--- src/rtl/gsim_pkg.sv ---
// Shared types and constants for the banded Gauss-Seidel solver (gsim_param).
// Coefficients describe the fixed heptadiagonal matrix; RECIP approximates 1/DIAG in Q0.16.
package gsim_pkg;

  typedef enum logic [1:0] {
    S_IDLE,
    S_LOAD,
    S_CALC,
    S_OUT
  } state_e;

  localparam int FRAC     = 16;
  localparam int C1       = 13;
  localparam int C2       = 6;
  localparam int C3       = 1;
  localparam int DIAG     = 20;
  localparam int RECIP_SH = 16;
  localparam int RECIP    = ((1 << RECIP_SH) + DIAG / 2) / DIAG;

  // Clamp v to the signed range of a w-bit value; caller truncates to w bits.
  function automatic logic signed [63:0] saturate(input logic signed [63:0] v, input int w);
    logic signed [63:0] hi;
    logic signed [63:0] lo;
    hi = (64'sd1 <<< (w - 1)) - 64'sd1;
    lo = -(64'sd1 <<< (w - 1));
    if (v > hi) return hi;
    if (v < lo) return lo;
    return v;
  endfunction

endpackage

--- src/rtl/gsim_row_pe.sv ---
// Single-row Gauss-Seidel update: x_new = sat(((b<<16) + band sum) * RECIP >>> RECIP_SH).
// Purely combinational; the sum is held at X_W+8 bits signed.
module gsim_row_pe
  import gsim_pkg::*;
#(
  parameter int B_W = 16,
  parameter int X_W = 32
) (
  input  logic signed [B_W-1:0] b_i,
  input  logic signed [X_W-1:0] xm1_i,
  input  logic signed [X_W-1:0] xm2_i,
  input  logic signed [X_W-1:0] xm3_i,
  input  logic signed [X_W-1:0] xp1_i,
  input  logic signed [X_W-1:0] xp2_i,
  input  logic signed [X_W-1:0] xp3_i,
  output logic signed [X_W-1:0] x_new_o
);

  localparam int S_W = X_W + 8;

  logic signed [S_W-1:0] b_e;
  logic signed [S_W-1:0] n1;
  logic signed [S_W-1:0] n2;
  logic signed [S_W-1:0] n3;
  logic signed [S_W-1:0] s;
  logic signed [63:0]    prod;
  logic signed [63:0]    sat;

  always_comb begin
    b_e  = S_W'(b_i);
    n1   = S_W'(xm1_i) + S_W'(xp1_i);
    n2   = S_W'(xm2_i) + S_W'(xp2_i);
    n3   = S_W'(xm3_i) + S_W'(xp3_i);
    s    = (b_e <<< FRAC) + S_W'(C1) * n1 - S_W'(C2) * n2 + S_W'(C3) * n3;
    // Arithmetic shift floors toward minus infinity, matching the reference rounding.
    prod = (64'(s) * 64'(RECIP)) >>> RECIP_SH;
    sat  = saturate(prod, X_W);
    x_new_o = X_W'(sat);
  end

endmodule

--- src/rtl/gsim_param.sv ---
// Parametrised N-row banded Gauss-Seidel solver: stream b in, run sweeps, stream Q16.16 x out.
// Optional early exit on convergence when GSIM_CONV_EN is defined.
module gsim_param
  import gsim_pkg::*;
#(
  parameter int N      = 16,
  parameter int B_W    = 16,
  parameter int X_W    = 32,
  parameter int ITER_W = 8
`ifdef GSIM_CONV_EN
  , parameter logic [31:0] TOL = 32'd16
`endif
) (
  input  logic                     clk,
  input  logic                     rst_n,
  input  logic                     in_valid,
  output logic                     in_ready,
  input  logic signed [B_W-1:0]    b_in,
  input  logic        [ITER_W-1:0] iter_num,
  output logic                     out_valid,
  input  logic                     out_ready,
  output logic signed [X_W-1:0]    x_out,
  output logic                     out_last,
  output logic                     busy,
  output logic        [ITER_W-1:0] iter_used
);

  localparam int              IDX_W = $clog2(N);
  localparam logic [IDX_W-1:0] LAST = IDX_W'(N - 1);

  state_e                  state_q, state_d;
  logic [IDX_W-1:0]        row_q, row_d;
  logic [ITER_W-1:0]       sweep_q, sweep_d;
  logic [ITER_W-1:0]       iter_q, iter_d;
  logic [ITER_W-1:0]       used_q, used_d;
  logic [ITER_W-1:0]       sweep_inc;
  logic signed [B_W-1:0]   b_q [N];
  logic signed [X_W-1:0]   x_q [N];
  logic signed [X_W-1:0]   nb  [6];
  logic signed [X_W-1:0]   x_new;
  logic                    converged;

  // Lower neighbours already hold this sweep's values, which makes this Gauss-Seidel.
  always_comb begin
    nb = '{default: '0};
    for (int k = 1; k <= 3; k++) begin
      nb[k-1] = (int'(row_q) >= k)    ? x_q[row_q - IDX_W'(k)] : '0;
      nb[k+2] = (int'(row_q) + k < N) ? x_q[row_q + IDX_W'(k)] : '0;
    end
  end

  gsim_row_pe #(
    .B_W (B_W),
    .X_W (X_W)
  ) u_pe (
    .b_i     (b_q[row_q]),
    .xm1_i   (nb[0]),
    .xm2_i   (nb[1]),
    .xm3_i   (nb[2]),
    .xp1_i   (nb[3]),
    .xp2_i   (nb[4]),
    .xp3_i   (nb[5]),
    .x_new_o (x_new)
  );

  assign sweep_inc = sweep_q + ITER_W'(1);

`ifdef GSIM_CONV_EN
  logic        [X_W:0] dmax_q, dmax_d;
  logic        [X_W:0] delta;
  logic        [X_W:0] sweep_max;
  logic signed [X_W:0] diff;

  always_comb begin
    diff      = (X_W+1)'(x_new) - (X_W+1)'(x_q[row_q]);
    delta     = diff[X_W] ? $unsigned(-diff) : $unsigned(diff);
    sweep_max = (delta > dmax_q) ? delta : dmax_q;
    converged = (sweep_max <= (X_W+1)'(TOL));
    dmax_d    = '0;
    if (state_q == S_CALC && row_q != LAST) dmax_d = sweep_max;
  end

  always_ff @(posedge clk or negedge rst_n) begin
    if (!rst_n) dmax_q <= '0;
    else        dmax_q <= dmax_d;
  end
`else
  assign converged = 1'b0;
`endif

  // NOTE: every output and next-state value gets a default first so no latch can be inferred.
  always_comb begin
    state_d   = state_q;
    row_d     = row_q;
    sweep_d   = sweep_q;
    iter_d    = iter_q;
    used_d    = used_q;
    in_ready  = 1'b0;
    out_valid = 1'b0;
    out_last  = 1'b0;
    x_out     = '0;
    unique case (state_q)
      S_IDLE: begin
        in_ready = 1'b1;
        if (in_valid) begin
          iter_d  = (iter_num == '0) ? ITER_W'(1) : iter_num;
          row_d   = IDX_W'(1);
          state_d = S_LOAD;
        end
      end
      S_LOAD: begin
        in_ready = 1'b1;
        if (in_valid) begin
          if (row_q == LAST) begin
            row_d   = '0;
            sweep_d = '0;
            state_d = S_CALC;
          end else begin
            row_d = row_q + IDX_W'(1);
          end
        end
      end
      S_CALC: begin
        if (row_q == LAST) begin
          row_d = '0;
          if (sweep_inc == iter_q || converged) begin
            used_d  = sweep_inc;
            state_d = S_OUT;
          end else begin
            sweep_d = sweep_inc;
          end
        end else begin
          row_d = row_q + IDX_W'(1);
        end
      end
      S_OUT: begin
        out_valid = 1'b1;
        x_out     = x_q[row_q];
        out_last  = (row_q == LAST);
        if (out_ready) begin
          if (row_q == LAST) begin
            row_d   = '0;
            state_d = S_IDLE;
          end else begin
            row_d = row_q + IDX_W'(1);
          end
        end
      end
      default: state_d = S_IDLE;
    endcase
  end

  // NOTE: sequential state uses non-blocking assignments so all registers update together.
  always_ff @(posedge clk or negedge rst_n) begin
    if (!rst_n) begin
      state_q <= S_IDLE;
      row_q   <= '0;
      sweep_q <= '0;
      iter_q  <= '0;
      used_q  <= '0;
    end else begin
      state_q <= state_d;
      row_q   <= row_d;
      sweep_q <= sweep_d;
      iter_q  <= iter_d;
      used_q  <= used_d;
    end
  end

  // NOTE: the b and x arrays are reset because a reset must leave no stale solution behind.
  always_ff @(posedge clk or negedge rst_n) begin
    if (!rst_n) begin
      for (int i = 0; i < N; i++) begin
        b_q[i] <= '0;
        x_q[i] <= '0;
      end
    end else begin
      if (in_valid && in_ready) b_q[row_q] <= b_in;
      if (state_q == S_IDLE && in_valid) begin
        for (int i = 0; i < N; i++) x_q[i] <= '0;
      end else if (state_q == S_CALC) begin
        x_q[row_q] <= x_new;
      end
    end
  end

  assign busy      = (state_q != S_IDLE);
  assign iter_used = used_q;

endmodule

--- config.mk ---
export PLATFORM = sky130hd
export DESIGN_NAME = gsim_param
export DESIGN_NICKNAME = d
export VERILOG_FILES = /design/src/rtl/gsim_pkg.sv /design/src/rtl/gsim_row_pe.sv /design/src/rtl/gsim_param.sv
export SDC_FILE = /design/constraint.sdc
export NUM_CORES = 2
export LEC_CHECK = 0
export CORE_MARGIN = 1.5
export CORE_UTILIZATION = 65
export CTS_CLUSTER_DIAMETER = 200
export DETAILED_ROUTE_END_ITERATION = 12
export DONT_BUFFER_PORTS = 1
export PLACE_DENSITY_LB_ADDON = 0.15
export SYNTH_ARGS = -nofsm -noshare
export SYNTH_HDL_FRONTEND = slang
export SYNTH_HIERARCHICAL = 1
export SYNTH_SLANG_ARGS = --single-unit
--- constraint.sdc ---
create_clock -name clk -period 20.4 [get_ports clk]
set_input_delay 4.08 -clock clk [delete_from_list [all_inputs] [get_ports clk]]
set_output_delay 4.08 -clock clk [all_outputs]
set_load 0.02 [all_outputs]
==> reports/qor.csv <==
stage,metric,value,unit
outcome,status,finished with violations,
outcome,failing checks,"DRC, capacitance limit, slew limit",
critical_path,Worst path max stage delay,1100,ps
critical_path,CP bufs+invs,8,
detailed_routing,Via density,7.001,
critical_path,Crit Path Class,flop to flop,
detailed_routing,DRC,3,
run,Max-Cap Viols,1,
die,Die Height,338.2,um
cts,Clock transition at path regs,60,ps
critical_path,CP max FO,58,
timing,final setup violation count,0,
synth,Synth cell types,87,
detailed_routing,Routed Antenna Nets,0,
cts,H-tree depth,3,
global_route,total gr overflow,0,
synth,Avg Inst Size Synth,9.544,sq um
worst_hold_path,Hold Path Class,flop to flop,
detailed_routing,routed len/inst,28.84,um
cts,postcts setup bufs,0,
critical_path,worst path arrival time,20070,ps
critical_path,Worst Setup EP,x_q[228]$_DFFE_PN0P_,
global_route,number of antenna violations at the first check in global routing,5,
synth,"Seq/Total Area, Yosys",27.34,%
synth,post-synthesis cell count,7654,
global_route,GRT Total Usage,44.58,%
synth,synth cell count leaders,"nand2_1 (1245), a21oi_1 (801), dfrtp_1 (798)",
die,site row count,122,
global_route,global-route wire length before repair,383300,um
finish,layout cell share with drive strength beyond 1,16.07,%
global_route,largest net degree at the start of global routing,799,
timing,Pins Over Slew Limit,183,
critical_path,cell family with most CP delay,compound AO/OA/AOI/OAI gates,
placement,GPL Wtd Cong,1.036,
critical_path,Worst path slowest cell,dfrtp_4,
finish,Nets,8091,
synth,Seq cells post-synth,798,
synth,Post-synth top flop,dfrtp_1,
synth,Yosys top cell by area,dfrtp_1,
synth,syn_nets,8431,
synth,top cell type's share of synthesized area,27.34,%
critical_path,CP Launch Point,row_q[1]$_DFFE_PN0P_,
critical_path,FF-to-FF Start,row_q[1]$_DFFE_PN0P_,
timing,fmax,0.05138,GHz
cts,CTS Sinks,798,
synth,most frequent cell after synthesis,nand2_1,
cts,TritonCTS clock tree,done,
synth,Post-synth EDFFs,0,
cts,Root Driver,clkbuf_16,
worst_hold_path,Worst Min Path Start,b_q[206]$_DFFE_PN0P_,
detailed_routing,first-pass iteration count of the detailed router,12,
placement,Final HPWL DP,164400,um
synth,ys async rst share,100.0,%
cts,cts hold-fix bufs,0,
synth,Ys Warns,6,
synth,Mapped Area,0.07305,sq mm
critical_path,Critical Path RT,21010,ps
critical_path,length in cells of the worst reg-to-reg path,60,
critical_path,Startpoint Class,flop,
cts,Bufs on Longest Clock Path,3,
critical_path,most frequent CP cell,a21oi_1,
critical_path,FF-to-FF setup slack,940,ps
detailed_routing,WL final,256100,um
die,die width,338.2,um
timing,Least-Margin Pin Slew,2190,ps
cts,worst skew pair latency,730,ps
detailed_routing,initial drt markers,8493,
cts,CTS buffer count,91,
timing,worst relative slew slack,-46.03,%
die,Ports,72,
finish,# fillers,8528,
timing,Hold Fails Final Rpt,0,
placement,Port-buffer cells,0,
finish,Area growth syn-to-layout,6.341,%
timing,RSZ-0062 raised after global routing,false,
critical_path,Crit. path cell count,60,
critical_path,crit end category,flop,
detailed_routing,vias,62180,
timing,Final Cycle Share,95.40,%
timing,Setup Skew,62.60,ps
die,core region area,0.1111,sq mm
cts,post-cts sizing count,0,
die,Starting Density,65.74,%
timing,post-layout minimum cycle time,19460,ps
timing,TNS Setup,0,ps
global_route,number of global-route vias before repair,60670,
critical_path,worst reg2reg endpoint,x_q[228]$_DFFE_PN0P_,
synth,Synth area leaders,"dfrtp_1 (27%), mux4_2 (13%), fa_1 (8.7%)",
die,Die ar.,0.1144,sq mm
timing,Min Hold Slack,502.6,ps
## logic make-up after synthesis
kind of cell	after synthesis	share of synthesized area [%]
adder cells (fa/ha/maj)	749	16.09
multiplexers	1075	22.36
flip-flops	798	27.34
AO/OA/AOI/OAI	1606	13.42
XOR/XNOR	230	2.787
buffers and inverters	1208	6.567
AND/OR/NAND/NOR	1988	11.45
## through the flow
stage	cells	setup WS (ps)	area, sq um	util, %
3_5_place_dp	8702	1721	74270	66.83
6_report	8881	938.4	77680	69.91
3_3_place_gp	8699	1754	74210	66.78
5_1_grt	8877	269.7	77670	69.90
4_1_cts	8869	1537	77540	69.77
2_1_floorplan	7654	4189	73050	-
## cell usage in the layout, fill, tap and decap left out, types with 17 or more instances in the layout
| master | synthesis | layout |
|---|---|---|
| clkbuf_16 | 0 | 91 |
| ha_1 | 432 | 429 |
| a21oi_1 | 801 | 801 |
| o22ai_1 | 47 | 47 |
| clkinv_2 | 0 | 18 |
| nor2_1 | 344 | 315 |
| xor2_1 | 87 | 83 |
| a21o_1 | 107 | 107 |
| nand2_1 | 1245 | 1242 |
| o21ai_0 | 151 | 150 |
| a211oi_1 | 198 | 195 |
| clkbuf_8 | 0 | 18 |
| and3_1 | 20 | 19 |
| clkbuf_1 | 416 | 17 |
| mux2_2 | 368 | 368 |
| a311oi_1 | 63 | 63 |
| dfrtp_1 | 798 | 795 |
| mux2i_1 | 298 | 298 |
| and2_1 | 105 | 103 |
| o21bai_1 | 35 | 35 |
| o21ai_1 | 34 | 30 |
| a221oi_1 | 35 | 35 |
| nor3_1 | 61 | 61 |
| o21a_1 | 33 | 33 |
| fa_1 | 317 | 317 |
| nand2b_1 | 18 | 18 |
| nor2b_1 | 84 | 84 |
| buf_4 | 33 | 127 |
| inv_1 | 626 | 625 |
| nand3_1 | 59 | 44 |
| nor2_4 | 1 | 19 |
| xnor2_1 | 141 | 134 |
| nand4_1 | 18 | 18 |
| mux4_2 | 408 | 408 |
## state kept, by name, summed over array words and instances, names as in the netlist
name / count
state_q: 2
x_q: 512
sweep_q: 8
iter_used: 8
row_q: 4
iter_q: 8
b_q: 256
## per-layer routing
layer	global-route usage [%]	wire [um]	up-vias
li1	-	-	26110
met1	55.97	89770	30380
met2	65.29	110100	4424
met3	13.49	32790	1263
met4	33.05	23410	2
met5	0	7	-
## worst min-delay path by stage
stage	endpoint	slack, ps	depth (start not counted)
2_1_floorplan	b_q[144]$_DFFE_PN0P_	480	1
3_3_place_gp	b_q[146]$_DFFE_PN0P_	480	1
3_5_place_dp	b_q[215]$_DFFE_PN0P_	490	1
4_1_cts	b_q[215]$_DFFE_PN0P_	500	1
5_1_grt	b_q[200]$_DFFE_PN0P_	520	1
6_report	b_q[206]$_DFFE_PN0P_	500	1
## cell type report
class	count	area, sq um	share of cell area, %
well taps	1488	1862	2.397
inverters	628	2360	3.038
clock inverters	42	691.9	0.8907
multi-input cells	5648	48880	62.92
flip-flops and latches	798	19980	25.72
clock buffers	125	2575	3.315
diodes	5	12.51	0.01611
repair buffers	147	1323	1.702
Power is not shown: default switching activity piles up to over one toggle a cycle in this logic, so the estimate is an artifact.
